<file path="config.mk">
export PLATFORM = sky130hd
export DESIGN_NAME = mc_sequencer_flat
export DESIGN_NICKNAME = d
export VERILOG_FILES = /design/src/rtl/mc_seq_pkg.sv /design/src/rtl/mc_sequencer_if.sv /design/src/rtl/mc_seq_watchdog.sv /design/src/rtl/mc_sequencer.sv /design/src/flat_wrapper.sv
export SDC_FILE = /design/constraint.sdc
export NUM_CORES = 1
export LEC_CHECK = 0
export ABC_CLOCK_PERIOD_IN_PS = 1200
export BUFFER_PORTS_ARGS = -buffer_cell sky130_fd_sc_hd__buf_2
export CAP_MARGIN = 10
export CORE_UTILIZATION = 40
export CTS_CLUSTER_SIZE = 24
export DETAILED_ROUTE_END_ITERATION = 12
export PLACE_DENSITY = 0.82
export SYNTH_ARGS = -nofsm -noshare
export SYNTH_HDL_FRONTEND = slang
export SYNTH_SLANG_ARGS = --single-unit
</file>
<file path="constraint.sdc">
create_clock -name clk -period 1.2 [get_ports clk]
set_input_delay 0.12 -clock clk [delete_from_list [all_inputs] [get_ports clk]]
set_output_delay 0.12 -clock clk [all_outputs]
set_load 0.05 [all_outputs]
</file>
<file path="src/rtl/mc_seq_pkg.sv">
// Shared types and constants for the multi-cycle control sequencer.
package mc_seq_pkg;

    typedef enum logic [2:0] {
        ST_BOOT   = 3'd0,
        ST_FETCH  = 3'd1,
        ST_DECODE = 3'd2,
        ST_EXEC   = 3'd3,
        ST_MEM    = 3'd4,
        ST_WB     = 3'd5,
        ST_TRAP   = 3'd6
    } state_t;

    localparam logic [1:0] CAUSE_ILL    = 2'd0;
    localparam logic [1:0] CAUSE_ECALL  = 2'd1;
    localparam logic [1:0] CAUSE_INT    = 2'd2;
    localparam logic [1:0] CAUSE_BUSERR = 2'd3;

endpackage

</file>
<file path="src/rtl/mc_sequencer_if.sv">
// Decoder, memory handshake and datapath control bundle of the sequencer.
interface mc_sequencer_if;

    logic       is_load;
    logic       is_store;
    logic       reg_write_dec;
    logic       ill_instr;
    logic       ecall;
    logic       mret;
    logic       INT0;
    logic       imem_ack;
    logic       dmem_ack;

    logic       imem_req;
    logic       dmem_req;
    logic       dmem_we;
    logic       ir_we;
    logic       pc_ce;
    logic       reg_we;
    logic       trap_take;
    logic       trap_ret;
    logic [1:0] cause;
    logic [2:0] state;

    modport master (
        input  is_load, is_store, reg_write_dec, ill_instr, ecall, mret,
               INT0, imem_ack, dmem_ack,
        output imem_req, dmem_req, dmem_we, ir_we, pc_ce, reg_we,
               trap_take, trap_ret, cause, state
    );

    modport slave (
        output is_load, is_store, reg_write_dec, ill_instr, ecall, mret,
               INT0, imem_ack, dmem_ack,
        input  imem_req, dmem_req, dmem_we, ir_we, pc_ce, reg_we,
               trap_take, trap_ret, cause, state
    );

endinterface

</file>
<file path="src/rtl/mc_seq_watchdog.sv">
// Memory wait-cycle counter; flags expiry on the last allowed unacked cycle.
module mc_seq_watchdog #(
    parameter int unsigned MEM_TIMEOUT = 16
) (
    input  logic clk,
    input  logic rst,
    input  logic active,
    input  logic ack,
    input  logic restart,
    output logic expired
);

    localparam int unsigned CNT_W = $clog2(MEM_TIMEOUT) + 1;
    localparam logic [CNT_W-1:0] LIMIT = CNT_W'(MEM_TIMEOUT - 1);

    logic [CNT_W-1:0] count_reg;
    logic [CNT_W-1:0] count_next;

    always_ff @(posedge clk or negedge rst) begin
        if (!rst) begin
            count_reg <= '0;
        end else begin
            count_reg <= count_next;
        end
    end

    // Any state change restarts the window, so FETCH and MEM each get a full budget.
    always_comb begin
        count_next = count_reg;
        if (restart) begin
            count_next = '0;
        end else if (active && !ack) begin
            count_next = count_reg + CNT_W'(1);
        end
    end

    assign expired = active & ~ack & (count_reg == LIMIT);

endmodule

</file>
<file path="src/rtl/mc_sequencer.sv">
// Multi-cycle control sequencer: FETCH/DECODE/EXEC/MEM/WB plus trap entry/exit.
// Optional bus-timeout trap enabled by defining MC_SEQ_TIMEOUT_EN.
module mc_sequencer
    import mc_seq_pkg::*;
#(
    parameter int unsigned MEM_TIMEOUT = 16
) (
    input  logic           clk,
    input  logic           rst,
    mc_sequencer_if.master bus
);

    if (MEM_TIMEOUT < 2 || MEM_TIMEOUT > 65535) begin : g_bad_timeout
        $error("MEM_TIMEOUT must lie in 2..65535");
    end

    state_t     state_reg;
    state_t     state_next;
    logic       int_pend_reg;
    logic       int_pend_next;
    logic       mie_reg;
    logic       mie_next;
    logic       int0_q_reg;
    logic [1:0] cause_reg;
    logic [1:0] cause_next;
    logic       int_rise;
    logic       int_clr;
    logic       timeout_hit;

    logic       imem_req_c;
    logic       dmem_req_c;
    logic       dmem_we_c;
    logic       ir_we_c;
    logic       pc_ce_c;
    logic       reg_we_c;
    logic       trap_take_c;
    logic       trap_ret_c;
    logic [1:0] cause_c;

    always_ff @(posedge clk or negedge rst) begin
        if (!rst) begin
            state_reg    <= ST_BOOT;
            int_pend_reg <= 1'b0;
            mie_reg      <= 1'b1;
            int0_q_reg   <= 1'b0;
            cause_reg    <= CAUSE_ILL;
        end else begin
            state_reg    <= state_next;
            int_pend_reg <= int_pend_next;
            mie_reg      <= mie_next;
            int0_q_reg   <= bus.INT0;
            cause_reg    <= cause_next;
        end
    end

    assign int_rise = bus.INT0 & ~int0_q_reg;
    // A new edge on the clearing cycle must survive, so set dominates clear.
    assign int_pend_next = int_rise | (int_pend_reg & ~int_clr);

    always_comb begin
        state_next  = state_reg;
        mie_next    = mie_reg;
        cause_next  = cause_reg;
        int_clr     = 1'b0;
        imem_req_c  = 1'b0;
        dmem_req_c  = 1'b0;
        dmem_we_c   = 1'b0;
        ir_we_c     = 1'b0;
        pc_ce_c     = 1'b0;
        reg_we_c    = 1'b0;
        trap_take_c = 1'b0;
        trap_ret_c  = 1'b0;
        cause_c     = 2'd0;

        case (state_reg)
            ST_BOOT: begin
                state_next = ST_FETCH;
            end
            ST_FETCH: begin
                if (int_pend_reg && mie_reg) begin
                    state_next = ST_TRAP;
                    cause_next = CAUSE_INT;
                end else begin
                    imem_req_c = 1'b1;
                    if (bus.imem_ack) begin
                        ir_we_c    = 1'b1;
                        state_next = ST_DECODE;
                    end else if (timeout_hit) begin
                        state_next = ST_TRAP;
                        cause_next = CAUSE_BUSERR;
                    end
                end
            end
            ST_DECODE: begin
                if (bus.ill_instr) begin
                    state_next = ST_TRAP;
                    cause_next = CAUSE_ILL;
                end else if (bus.ecall) begin
                    state_next = ST_TRAP;
                    cause_next = CAUSE_ECALL;
                end else if (bus.mret) begin
                    trap_ret_c = 1'b1;
                    pc_ce_c    = 1'b1;
                    mie_next   = 1'b1;
                    state_next = ST_FETCH;
                end else begin
                    state_next = ST_EXEC;
                end
            end
            ST_EXEC: begin
                if (bus.is_load || bus.is_store) begin
                    state_next = ST_MEM;
                end else begin
                    pc_ce_c    = 1'b1;
                    reg_we_c   = bus.reg_write_dec;
                    state_next = ST_FETCH;
                end
            end
            ST_MEM: begin
                dmem_req_c = 1'b1;
                dmem_we_c  = bus.is_store;
                if (bus.dmem_ack) begin
                    if (bus.is_store) begin
                        pc_ce_c    = 1'b1;
                        state_next = ST_FETCH;
                    end else begin
                        state_next = ST_WB;
                    end
                end else if (timeout_hit) begin
                    state_next = ST_TRAP;
                    cause_next = CAUSE_BUSERR;
                end
            end
            ST_WB: begin
                reg_we_c   = 1'b1;
                pc_ce_c    = 1'b1;
                state_next = ST_FETCH;
            end
            ST_TRAP: begin
                trap_take_c = 1'b1;
                pc_ce_c     = 1'b1;
                cause_c     = cause_reg;
                mie_next    = 1'b0;
                int_clr     = (cause_reg == CAUSE_INT);
                state_next  = ST_FETCH;
            end
            default: begin
                state_next = ST_BOOT;
            end
        endcase
    end

`ifdef MC_SEQ_TIMEOUT_EN
    logic wd_active;
    logic wd_ack;
    logic wd_restart;

    assign wd_active  = (state_reg == ST_FETCH) || (state_reg == ST_MEM);
    assign wd_ack     = (state_reg == ST_FETCH) ? bus.imem_ack : bus.dmem_ack;
    assign wd_restart = (state_next != state_reg);

    mc_seq_watchdog #(
        .MEM_TIMEOUT (MEM_TIMEOUT)
    ) u_watchdog (
        .clk     (clk),
        .rst     (rst),
        .active  (wd_active),
        .ack     (wd_ack),
        .restart (wd_restart),
        .expired (timeout_hit)
    );
`else
    assign timeout_hit = 1'b0;
`endif

    assign bus.imem_req  = imem_req_c;
    assign bus.dmem_req  = dmem_req_c;
    assign bus.dmem_we   = dmem_we_c;
    assign bus.ir_we     = ir_we_c;
    assign bus.pc_ce     = pc_ce_c;
    assign bus.reg_we    = reg_we_c;
    assign bus.trap_take = trap_take_c;
    assign bus.trap_ret  = trap_ret_c;
    assign bus.cause     = cause_c;
    assign bus.state     = state_reg;

endmodule
</file>
<file path="src/flat_wrapper.sv">
// flat-port wrapper written by rule: the top's interface ports become plain ports
module mc_sequencer_flat import mc_seq_pkg::*;
#(
    parameter int unsigned MEM_TIMEOUT = 16
)
  (clk, rst, bus_is_load, bus_is_store, bus_reg_write_dec, bus_ill_instr, bus_ecall, bus_mret, bus_INT0, bus_imem_ack, bus_dmem_ack, bus_imem_req, bus_dmem_req, bus_dmem_we, bus_ir_we, bus_pc_ce, bus_reg_we, bus_trap_take, bus_trap_ret, bus_cause, bus_state);
  mc_sequencer_if bus_i ();
  input  logic clk;
  input  logic rst;
  input wire logic [$bits(bus_i.is_load)-1:0] bus_is_load;
  input wire logic [$bits(bus_i.is_store)-1:0] bus_is_store;
  input wire logic [$bits(bus_i.reg_write_dec)-1:0] bus_reg_write_dec;
  input wire logic [$bits(bus_i.ill_instr)-1:0] bus_ill_instr;
  input wire logic [$bits(bus_i.ecall)-1:0] bus_ecall;
  input wire logic [$bits(bus_i.mret)-1:0] bus_mret;
  input wire logic [$bits(bus_i.INT0)-1:0] bus_INT0;
  input wire logic [$bits(bus_i.imem_ack)-1:0] bus_imem_ack;
  input wire logic [$bits(bus_i.dmem_ack)-1:0] bus_dmem_ack;
  output wire logic [$bits(bus_i.imem_req)-1:0] bus_imem_req;
  output wire logic [$bits(bus_i.dmem_req)-1:0] bus_dmem_req;
  output wire logic [$bits(bus_i.dmem_we)-1:0] bus_dmem_we;
  output wire logic [$bits(bus_i.ir_we)-1:0] bus_ir_we;
  output wire logic [$bits(bus_i.pc_ce)-1:0] bus_pc_ce;
  output wire logic [$bits(bus_i.reg_we)-1:0] bus_reg_we;
  output wire logic [$bits(bus_i.trap_take)-1:0] bus_trap_take;
  output wire logic [$bits(bus_i.trap_ret)-1:0] bus_trap_ret;
  output wire logic [$bits(bus_i.cause)-1:0] bus_cause;
  output wire logic [$bits(bus_i.state)-1:0] bus_state;
  assign bus_i.is_load = bus_is_load;
  assign bus_i.is_store = bus_is_store;
  assign bus_i.reg_write_dec = bus_reg_write_dec;
  assign bus_i.ill_instr = bus_ill_instr;
  assign bus_i.ecall = bus_ecall;
  assign bus_i.mret = bus_mret;
  assign bus_i.INT0 = bus_INT0;
  assign bus_i.imem_ack = bus_imem_ack;
  assign bus_i.dmem_ack = bus_dmem_ack;
  assign bus_imem_req = bus_i.imem_req;
  assign bus_dmem_req = bus_i.dmem_req;
  assign bus_dmem_we = bus_i.dmem_we;
  assign bus_ir_we = bus_i.ir_we;
  assign bus_pc_ce = bus_i.pc_ce;
  assign bus_reg_we = bus_i.reg_we;
  assign bus_trap_take = bus_i.trap_take;
  assign bus_trap_ret = bus_i.trap_ret;
  assign bus_cause = bus_i.cause;
  assign bus_state = bus_i.state;
  mc_sequencer #(.MEM_TIMEOUT(MEM_TIMEOUT)) u_core (.clk(clk), .rst(rst), .bus(bus_i));
endmodule
</file>
==> results of run 1 <==
-- through the flow --
stage / worst slack (ps) / util (%) / cell area (um2) / power, uW
global placement: -174 / 68.5 / 891 / 2480
floorplan: -615 / - / 628 / 1870
global route: -479 / 86.7 / 1130 / 3450
detailed placement: -190 / 68.5 / 891 / 2520
finish: -448 / 86.7 / 1130 / 3320
CTS: -426 / 85.3 / 1110 / 3160
-- layer usage --
metal,part of all wire [%],vias up
met1,42,380
li1,-,338
met2,50,40
met3,6.4,6
met5,0,-
met4,1.9,0
-- where the power goes --
group / leakage [uW] / switching [uW] / internal, uW
Sequential: 0.0000874 / 136 / 408
Clock: 0.0000150 / 121 / 128
Combinational: 0.000407 / 1400 / 1130
Total: 0.000509 / 1650 / 1670
-- worst max-delay path, stage by stage, from the launching register on --
cell and delay, ps:
dfrtp_2 470, nor2b_4 150, nor3b_4 150, a221o_2 320, buf_8 160
-- cell usage in the layout, fill, tap and decap left out, types with 3 or more instances in the layout --
cell,Yosys,layout
nor3_1,5,3
buf_2,1,12
buf_8,0,6
clkbuf_4,0,3
dfrtp_1,7,4
a21oi_1,5,3
buf_6,0,10
buf_4,0,20
dfrtp_2,0,3
-- cell families (layout without fill, tap and decap cells) --
logic type | Yosys count | count (layout)
simple gates | 28 | 28
compound gates | 20 | 20
flops | 8 | 8
buf+inv | 6 | 57
-- area by class of cell --
| type | instances | area [um2] | share of cell area (%) |
|---|---|---|---|
| multi-input combinational | 48 | 434 | 38.5 |
| clock buffer | 4 | 26.3 | 2.33 |
| timing repair buffer | 50 | 433 | 38.4 |
| tap | 15 | 18.8 | 1.66 |
| sequential | 8 | 205 | 18.2 |
| inverter | 3 | 11.3 | 0.998 |
-- worst min-delay path by stage --
stage	start	to	depth (start not counted)
after CTS	bus_imem_ack	u_core.bus.state[0]	3
after global routing	bus_imem_ack	u_core.bus.state[1]	3
final	bus_imem_ack	u_core.bus.state[1]	3
after global placement	rst	u_core.cause_reg[1]	1
after detailed placement	rst	u_core.cause_reg[1]	1
after floorplan	rst	u_core.bus.state[0]	0
-- repair_timing --
| item | 4_1_cts | 5_1_grt |
|---|---|---|
| hold buffers | 2 | 0 |
| pin swaps | 4 | 1 |
| buffers inserted | 5 | 2 |
| hold endpoints to repair | 9 | 0 |
| setup endpoints to repair | 18 | 18 |
| gates cloned | 0 | 0 |
| resized for setup | 39 | 4 |
==> results.json, run 1 <==
{
  "finalClockSkew_ps": 20.8,
  "period_share_pct": 137,
  "synth_nets": 73,
  "cts-buffers-inserted": 3,
  "synth_warnings": 0,
  "clkTransAtPathRegs_ps": 80,
  "grt_pass1_wl_mm": 3.39,
  "ios": 24,
  "fin_hold_ws_ps": 184,
  "cp-start-kind": "register",
  "synth_area_um2": 563,
  "hold_violations": 0,
  "core_um2": 1300,
  "crit_end": "bus_pc_ce",
  "r2r_setup_slack_ps": -360,
  "cp-end-kind": "primary output",
  "cts_max_level": 1,
  "die_width_um": 39.5,
  "ys_ff_latch": 8,
  "portBuffers": 23,
  "final_antenna_net_count": 0,
  "use_met3_pct": 10.2,
  "synth_top_area_cell": "dfrtp_1",
  "tightest_slew_ps": 371,
  "setup-tns-final_ps": -5370,
  "clockBufferDepth": 2,
  "relSlewSlack_pct": 75.0,
  "syn_to_final_growth_pct": 100,
  "fin_ws_ps": -448,
  "crit_start": "u_core.bus.state[1]",
  "synth_top_family_by_area": "simple AND/OR/NAND/NOR gates",
  "synthAdderAreaFrac_pct": 0,
  "rsz0062_at_grt": "true",
  "dp_cells": 116,
  "wl_per_cell_um": 19.3,
  "slew_violations": 0,
  "yosysMostFrequentCell": "dfrtp_1",
  "synth_compound_area_share_pct": 25.6,
  "grt.busiest_layer": "met2",
  "setup_viol": 17,
  "nNetsFinal": 125,
  "gp_congestion": 0.788,
  "routed_wl_mm": 2.47,
  "synthArstFlopShare_pct": 100,
  "synthTopCellsByCount": "dfrtp_1 (7), a21oi_1 (5), nor3_1 (5), and2_1 (3), and3_1 (3)",
  "ir_worst_vdd_mv": 1.59,
  "cts_tree": "yes",
  "largest_register_ffs": 3,
  "r2r-start": "u_core.bus.state[1]",
  "arrival_ps": 1530,
  "synth_top_area_share_pct": 31.1,
  "place_hpwl_mm": 1.32,
  "use_met1_pct": 43.5,
  "firstDrtPassIters": 4,
  "via_count": 764,
  "stdcell_count": 128,
  "num-fill-cells": 65,
  "powerDensity_nw_per_um2": 2940,
  "grt_pass1_vias": 687,
  "synthDistinctLibCells": 34,
  "num_rows": 13,
  "drc": 0,
  "root_buffer": "clkbuf_4",
  "drt-initial-drc-count": 33,
  "cap_violations": 0,
  "synthSimpleGateAreaFrac_pct": 34.4,
  "cp_data_required_time_ps": 1080,
  "use_met2_pct": 55.3,
  "vias_per_cell": 5.97,
  "globalRouteOverflowTotal": 0,
  "reg2reg_depth": 6,
  "postSynthCellCount": 62,
  "layout-drive-gt1-share_pct": 67.3,
  "violations": "setup timing",
  "status": "complete, but fails checks",
  "netlist_top_cells_area": "dfrtp_1 (31%), dfstp_2 (4.7%), a21oi_1 (4.4%), nor3_1 (4.4%), a221o_1 (3.6%)",
  "fmax_ghz": 0.607,
  "insertedDiodeCount": 0,
  "start_util_pct": 43.3,
  "ys_seq_area_share_pct": 35.8,
  "r2r-end": "u_core.cause_reg[0]",
  "grt_antenna_before_repair": 0,
  "leakagePower_uw": 0.000509,
  "clk_latency_ps": 280,
  "cts.sinks": 8,
  "die_area_um2": 1560,
  "min-delay-path-class": "in2reg",
  "path_max_fanout": 6,
  "postSynthAreaPerCell_um2": 9.08,
  "grt_max_degree": 12,
  "muxShareOfSynthArea_pct": 0,
  "period_needed_ps": 1650,
  "crit_type": "reg2out",
  "synth_edf_count": 0,
  "synthXorXnorAreaFrac_pct": 0,
  "track_usage_pct": 34.7,
  "die_h_um": 39.5,
  "ys.flop_type": "dfrtp_1"
}
Power figures use the tool's default switching activity.
==> run 2: changes to the inputs <==
- ABC_CLOCK_PERIOD_IN_PS: 1200 -> 1800
- CORE_AREA: not set -> 2 2 39 41
- CORE_UTILIZATION: 40 -> not set
- DIE_AREA: not set -> 0 0 41 43
- clock period: 1.2 -> 1.8 ns (I/O delays scaled with it)
==> run 2 against run 1 <==
The flow now finishes without violations. Critical path depth did not move. Non-clock buffer count down 19. Utilization fell by 29 points. Final area is 29% lower. Final cell count down 14%. Global-route usage decreased by 14 points. Clock skew shrank 17 ps. Power is 50% lower. Hold slack got worse by 130 ps. Critical endpoint unchanged. Largest cell class unchanged. Highest routed layer is now met3.
==> results.json, run 2 (synthesis gave the netlist of run 1 again) <==
{
  "ir_worst_vdd_mv": 0.763,
  "post-place-ws_ps": 201,
  "root_buffer": "clkbuf_4",
  "cts.sinks": 8,
  "die_area_um2": 1760,
  "setup-tns-final_ps": 0,
  "die_width_um": 41,
  "start_util_pct": 40.7,
  "cts_tree": "yes",
  "firstDrtPassIters": 4,
  "fin_area_um2": 806,
  "finalClockSkew_ps": 3.71,
  "final_common_cell": "buf_2",
  "clkTransAtPathRegs_ps": 60,
  "core_um2": 1380,
  "largest_register_ffs": 3,
  "globalRouteOverflowTotal": 0,
  "hp-start": "bus_INT0",
  "hold_violations": 0,
  "final_antenna_net_count": 0,
  "grt_antenna_before_repair": 0,
  "holdPathStages": 1,
  "whs_endpoint": "u_core.int0_q_reg",
  "insertedDiodeCount": 0,
  "vias_per_cell": 5.86,
  "cp-end-kind": "primary output",
  "num_rows": 14,
  "arrival_ps": 1590,
  "relSlewSlack_pct": 75.4,
  "r2r_setup_slack_ps": 360,
  "status": "finished, final reports clean",
  "crit_type": "reg2out",
  "r2r-start": "u_core.bus.state[1]",
  "cap_violations": 0,
  "syn_to_final_growth_pct": 43.1,
  "clk_latency_ps": 250,
  "cp_data_required_time_ps": 1620,
  "period_needed_ps": 1770,
  "portBuffers": 23,
  "cts_max_level": 1,
  "fmax_ghz": 0.566,
  "min-delay-path-class": "in2reg",
  "dpl-instance-area_um2": 744,
  "layout_common_cells": "buf_2 (21), buf_4 (8), dfrtp_1 (5)",
  "powerDensity_nw_per_um2": 2070,
  "via_count": 645,
  "grt_max_degree": 11,
  "place_hpwl_mm": 1.19,
  "cts-buffers-inserted": 3,
  "track_usage_pct": 20.7,
  "finalPower_uw": 1670,
  "routed_wl_mm": 1.61,
  "clockBufferDepth": 2,
  "wl_per_cell_um": 14.6,
  "nNetsFinal": 106,
  "die_h_um": 43,
  "reg2reg_depth": 4,
  "drc": 0,
  "grt_pass1_vias": 583,
  "grt_pass1_wl_mm": 2.53,
  "num-fill-cells": 137,
  "r2r-end": "u_core.bus.state[0]",
  "cp-start-kind": "register",
  "gp_congestion": 0.866,
  "leakagePower_uw": 0.000382,
  "multiInputGateArea_um2": 362,
  "setup_viol": 0,
  "layout-drive-gt1-share_pct": 47.9,
  "fin_ws_ps": 32.0,
  "slew_violations": 0,
  "drt-initial-drc-count": 30,
  "tightest_slew_ps": 365,
  "period_share_pct": 98.2,
  "utilization_pct": 58.2,
  "ios": 24,
  "path_max_fanout": 4,
  "final-seq-area_um2": 204
}
## run 2: timing repair
action                                 in CTS  in global routing
setup endpoints to repair                   1                  2
hold buffers                                1                  0
endpoints found under the hold margin       8                  0
resized for setup                           1                  5
setup buffers                               0                  2
## run 2: metrics by stage
stage	hold WS, ps	std cells
after global placement	22.1	103
after floorplan	-116	62
after detailed placement	27.6	103
after CTS	53.7	108
after global routing	48.7	110
final	53.9	110
## run 2: cell type report
type                    count  area share (%)
clock buffers               4            3.26
inverters                   3            1.40
multi-input cells          48            44.9
flip-flops and latches      8            25.3
well taps                  16            2.48
repair buffers             31            22.7
## run 2: worst max-delay path by stage
| stage | start | end | slack (ps) | cells past startpoint |
|---|---|---|---|---|
| 6_report | u_core.bus.state[2] | bus_pc_ce | 30 | 4 |
| 5_1_grt | u_core.bus.state[2] | bus_pc_ce | -6 | 4 |
| 4_1_cts | u_core.bus.state[1] | bus_pc_ce | 6 | 4 |
| 3_5_place_dp | u_core.bus.state[1] | bus_pc_ce | 200 | 4 |
| 3_3_place_gp | u_core.bus.state[0] | bus_pc_ce | 270 | 4 |
| 2_1_floorplan | u_core.bus.state[0] | bus_ir_we | -330 | 3 |
## run 2: layer usage
metal  GRT usage [%]  share of wire, %  vias up
met5               0                 0        -
met4            4.67                 0        0
met3            5.76               6.5        0
met2            30.6                51       29
met1            29.3                42      316
li1                -                 -      300
## run 2: report_power, final
part / switching (uW) / internal, uW / total (uW) / leakage [uW]
registers: 105 / 271 / 376 / 0.0000886
logic: 734 / 405 / 1140 / 0.000278
clock network: 65.0 / 85.1 / 150 / 0.0000150
total: 905 / 761 / 1670 / 0.000382
## run 2: worst max-delay path: stages, from the launching register on
cell	delay [ps]
dfrtp_1	440
nand2b_1	290
nor3_1	80
a221o_2	330
buf_4	190
==> run 3: changes to the inputs <==
- SETUP_SLACK_MARGIN: not set -> 0.5
==> run 3 against run 2 <==
Power increased by 27%. Hold slack worse by 27 ps. Combinational power is 38% higher. Setup slack improved by 13 ps. Critical path type unchanged. Largest power group unchanged.
==> results.json, run 3 (synthesis gave the netlist of run 1 again) <==
{
  "status": "finished, final reports clean",
  "relSlewSlack_pct": 75.0,
  "cp_slowest_stage_delay_ps": 440,
  "layout_common_cells": "buf_2 (11), buf_4 (11), buf_6 (10)",
  "dp_cells": 101,
  "cts.sinks": 8,
  "rsz0062_at_grt": "true",
  "finalPower_uw": 2110,
  "cp-end-kind": "primary output",
  "layout-drive-gt1-share_pct": 62.7,
  "syn_to_final_growth_pct": 80.4,
  "vias_per_cell": 5.90,
  "insertedDiodeCount": 0,
  "leakagePower_uw": 0.000446,
  "finalClockSkew_ps": 10.6,
  "cap_violations": 0,
  "cts_tree": "yes",
  "ir_worst_vdd_mv": 1.03,
  "arrival_ps": 1580,
  "power_switching_uw": 1060,
  "drt-initial-drc-count": 27,
  "place_hpwl_mm": 1.16,
  "grt_antenna_before_repair": 0,
  "crit_chain": "nor2b_1 > o21bai_1 > a221o_2 > buf_8",
  "clockBufferDepth": 2,
  "power_frac_comb_pct": 74.1,
  "powerDensity_nw_per_um2": 2080,
  "routed_wl_mm": 2.19,
  "cp-start-kind": "register",
  "clkTransAtPathRegs_ps": 70,
  "final_antenna_net_count": 0,
  "dpl-instance-area_um2": 772,
  "clk_latency_ps": 270,
  "tightest_slew_ps": 372,
  "p_seq_share_pct": 18.4,
  "internal_power_uw": 1050,
  "num-fill-cells": 73,
  "die_width_um": 41,
  "fmax_ghz": 0.570,
  "utilization_pct": 73.4,
  "stdcell_count": 118,
  "firstDrtPassIters": 4,
  "grt_pass1_vias": 685,
  "grt_pass1_wl_mm": 3.03,
  "portBuffers": 23,
  "path_max_fanout": 4,
  "setup-tns-final_ps": 0,
  "nNetsFinal": 114,
  "largest_register_ffs": 3,
  "slew_violations": 0,
  "min-delay-path-class": "in2reg",
  "fin_area_um2": 1020,
  "hold_violations": 0,
  "grt_max_degree": 11,
  "start_util_pct": 40.7,
  "pwr-share-clk_pct": 7.5,
  "drc": 0,
  "track_usage_pct": 25.7,
  "period_needed_ps": 1760,
  "period_share_pct": 97.5,
  "die_area_um2": 1760,
  "ios": 24,
  "setup_viol": 0,
  "critPathSlowestCell": "dfrtp_2",
  "wl_per_cell_um": 18.6,
  "root_buffer": "clkbuf_4",
  "crit_type": "reg2out",
  "via_count": 696,
  "cp_data_required_time_ps": 1620,
  "globalRouteOverflowTotal": 0,
  "cts-buffers-inserted": 3,
  "core_um2": 1380,
  "num_rows": 14,
  "die_h_um": 43,
  "power.share.switching_pct": 50.3,
  "cts_max_level": 1,
  "gp_congestion": 0.810
}
## run 3: stage by stage
| step | worst slack [ps] | hold WS, ps |
|---|---|---|
| 2_1_floorplan | -75.1 | -116 |
| 3_3_place_gp | 280 | 22.5 |
| 3_5_place_dp | 259 | 25.3 |
| 4_1_cts | 101 | 29.9 |
| 5_1_grt | 1.68 | 19.8 |
| 6_report | 44.8 | 27.4 |
## run 3: path summary, 6_finish.rpt
check                                    start  cells past startpoint  slack, ps                  end
setup reg to reg           u_core.bus.state[1]                      4        320  u_core.bus.state[0]
hold reg to reg                 u_core.mie_reg                      1        540       u_core.mie_reg
setup / recovery           u_core.bus.state[0]                      4         40            bus_pc_ce
min in group asynchronous                  rst                      2        270    u_core.int0_q_reg
hold / removal                        bus_INT0                      1         30    u_core.int0_q_reg
max in group asynchronous                  rst                      2       1280       u_core.mie_reg
## run 3: layer usage
| layer | global-route usage, % | vias to the layer above | wire length, um |
|---|---|---|---|
| met2 | 43.8 | 44 | 1160 |
| met5 | 0 | - | 0 |
| met3 | 6.28 | 4 | 148 |
| met4 | 10.7 | 0 | 20 |
| met1 | 28.4 | 335 | 866 |
| li1 | - | 313 | - |
## run 3: power by group through the flow
stage | clock network (uW) | logic [uW] | registers [uW]
3_3_place_gp | 0 | 1080 | 401
4_1_cts | 153 | 1410 | 379
6_report | 159 | 1570 | 389
3_5_place_dp | 0 | 1100 | 400
2_1_floorplan | 0 | 785 | 465
5_1_grt | 165 | 1650 | 393
## run 3: layout make-up
cell class	count	area [um2]	share of cell area [%]
repair buffers	39	333	32.8
multi-input cells	48	420	41.4
flip-flops and latches	8	205	20.2
inverters	3	11.3	1.11
well taps	16	20.0	1.97
clock buffers	4	26.3	2.59
## run 3: what timing repair did
| item | in CTS | in global routing |
|---|---|---|
| setup endpoints to repair | 13 | 18 |
| buffers inserted | 10 | 2 |
| pin swaps | 1 | 3 |
| hold endpoints to repair | 8 | 0 |
| gates resized for setup | 26 | 16 |
| hold buffers | 1 | 0 |
## run 3: critical path, delay by kind of cell (launching register included)
kind | cells | cell delay [ps]
buf+inv | 1 | 160
flops | 1 | 440
compound gates | 2 | 560
simple gates | 1 | 150
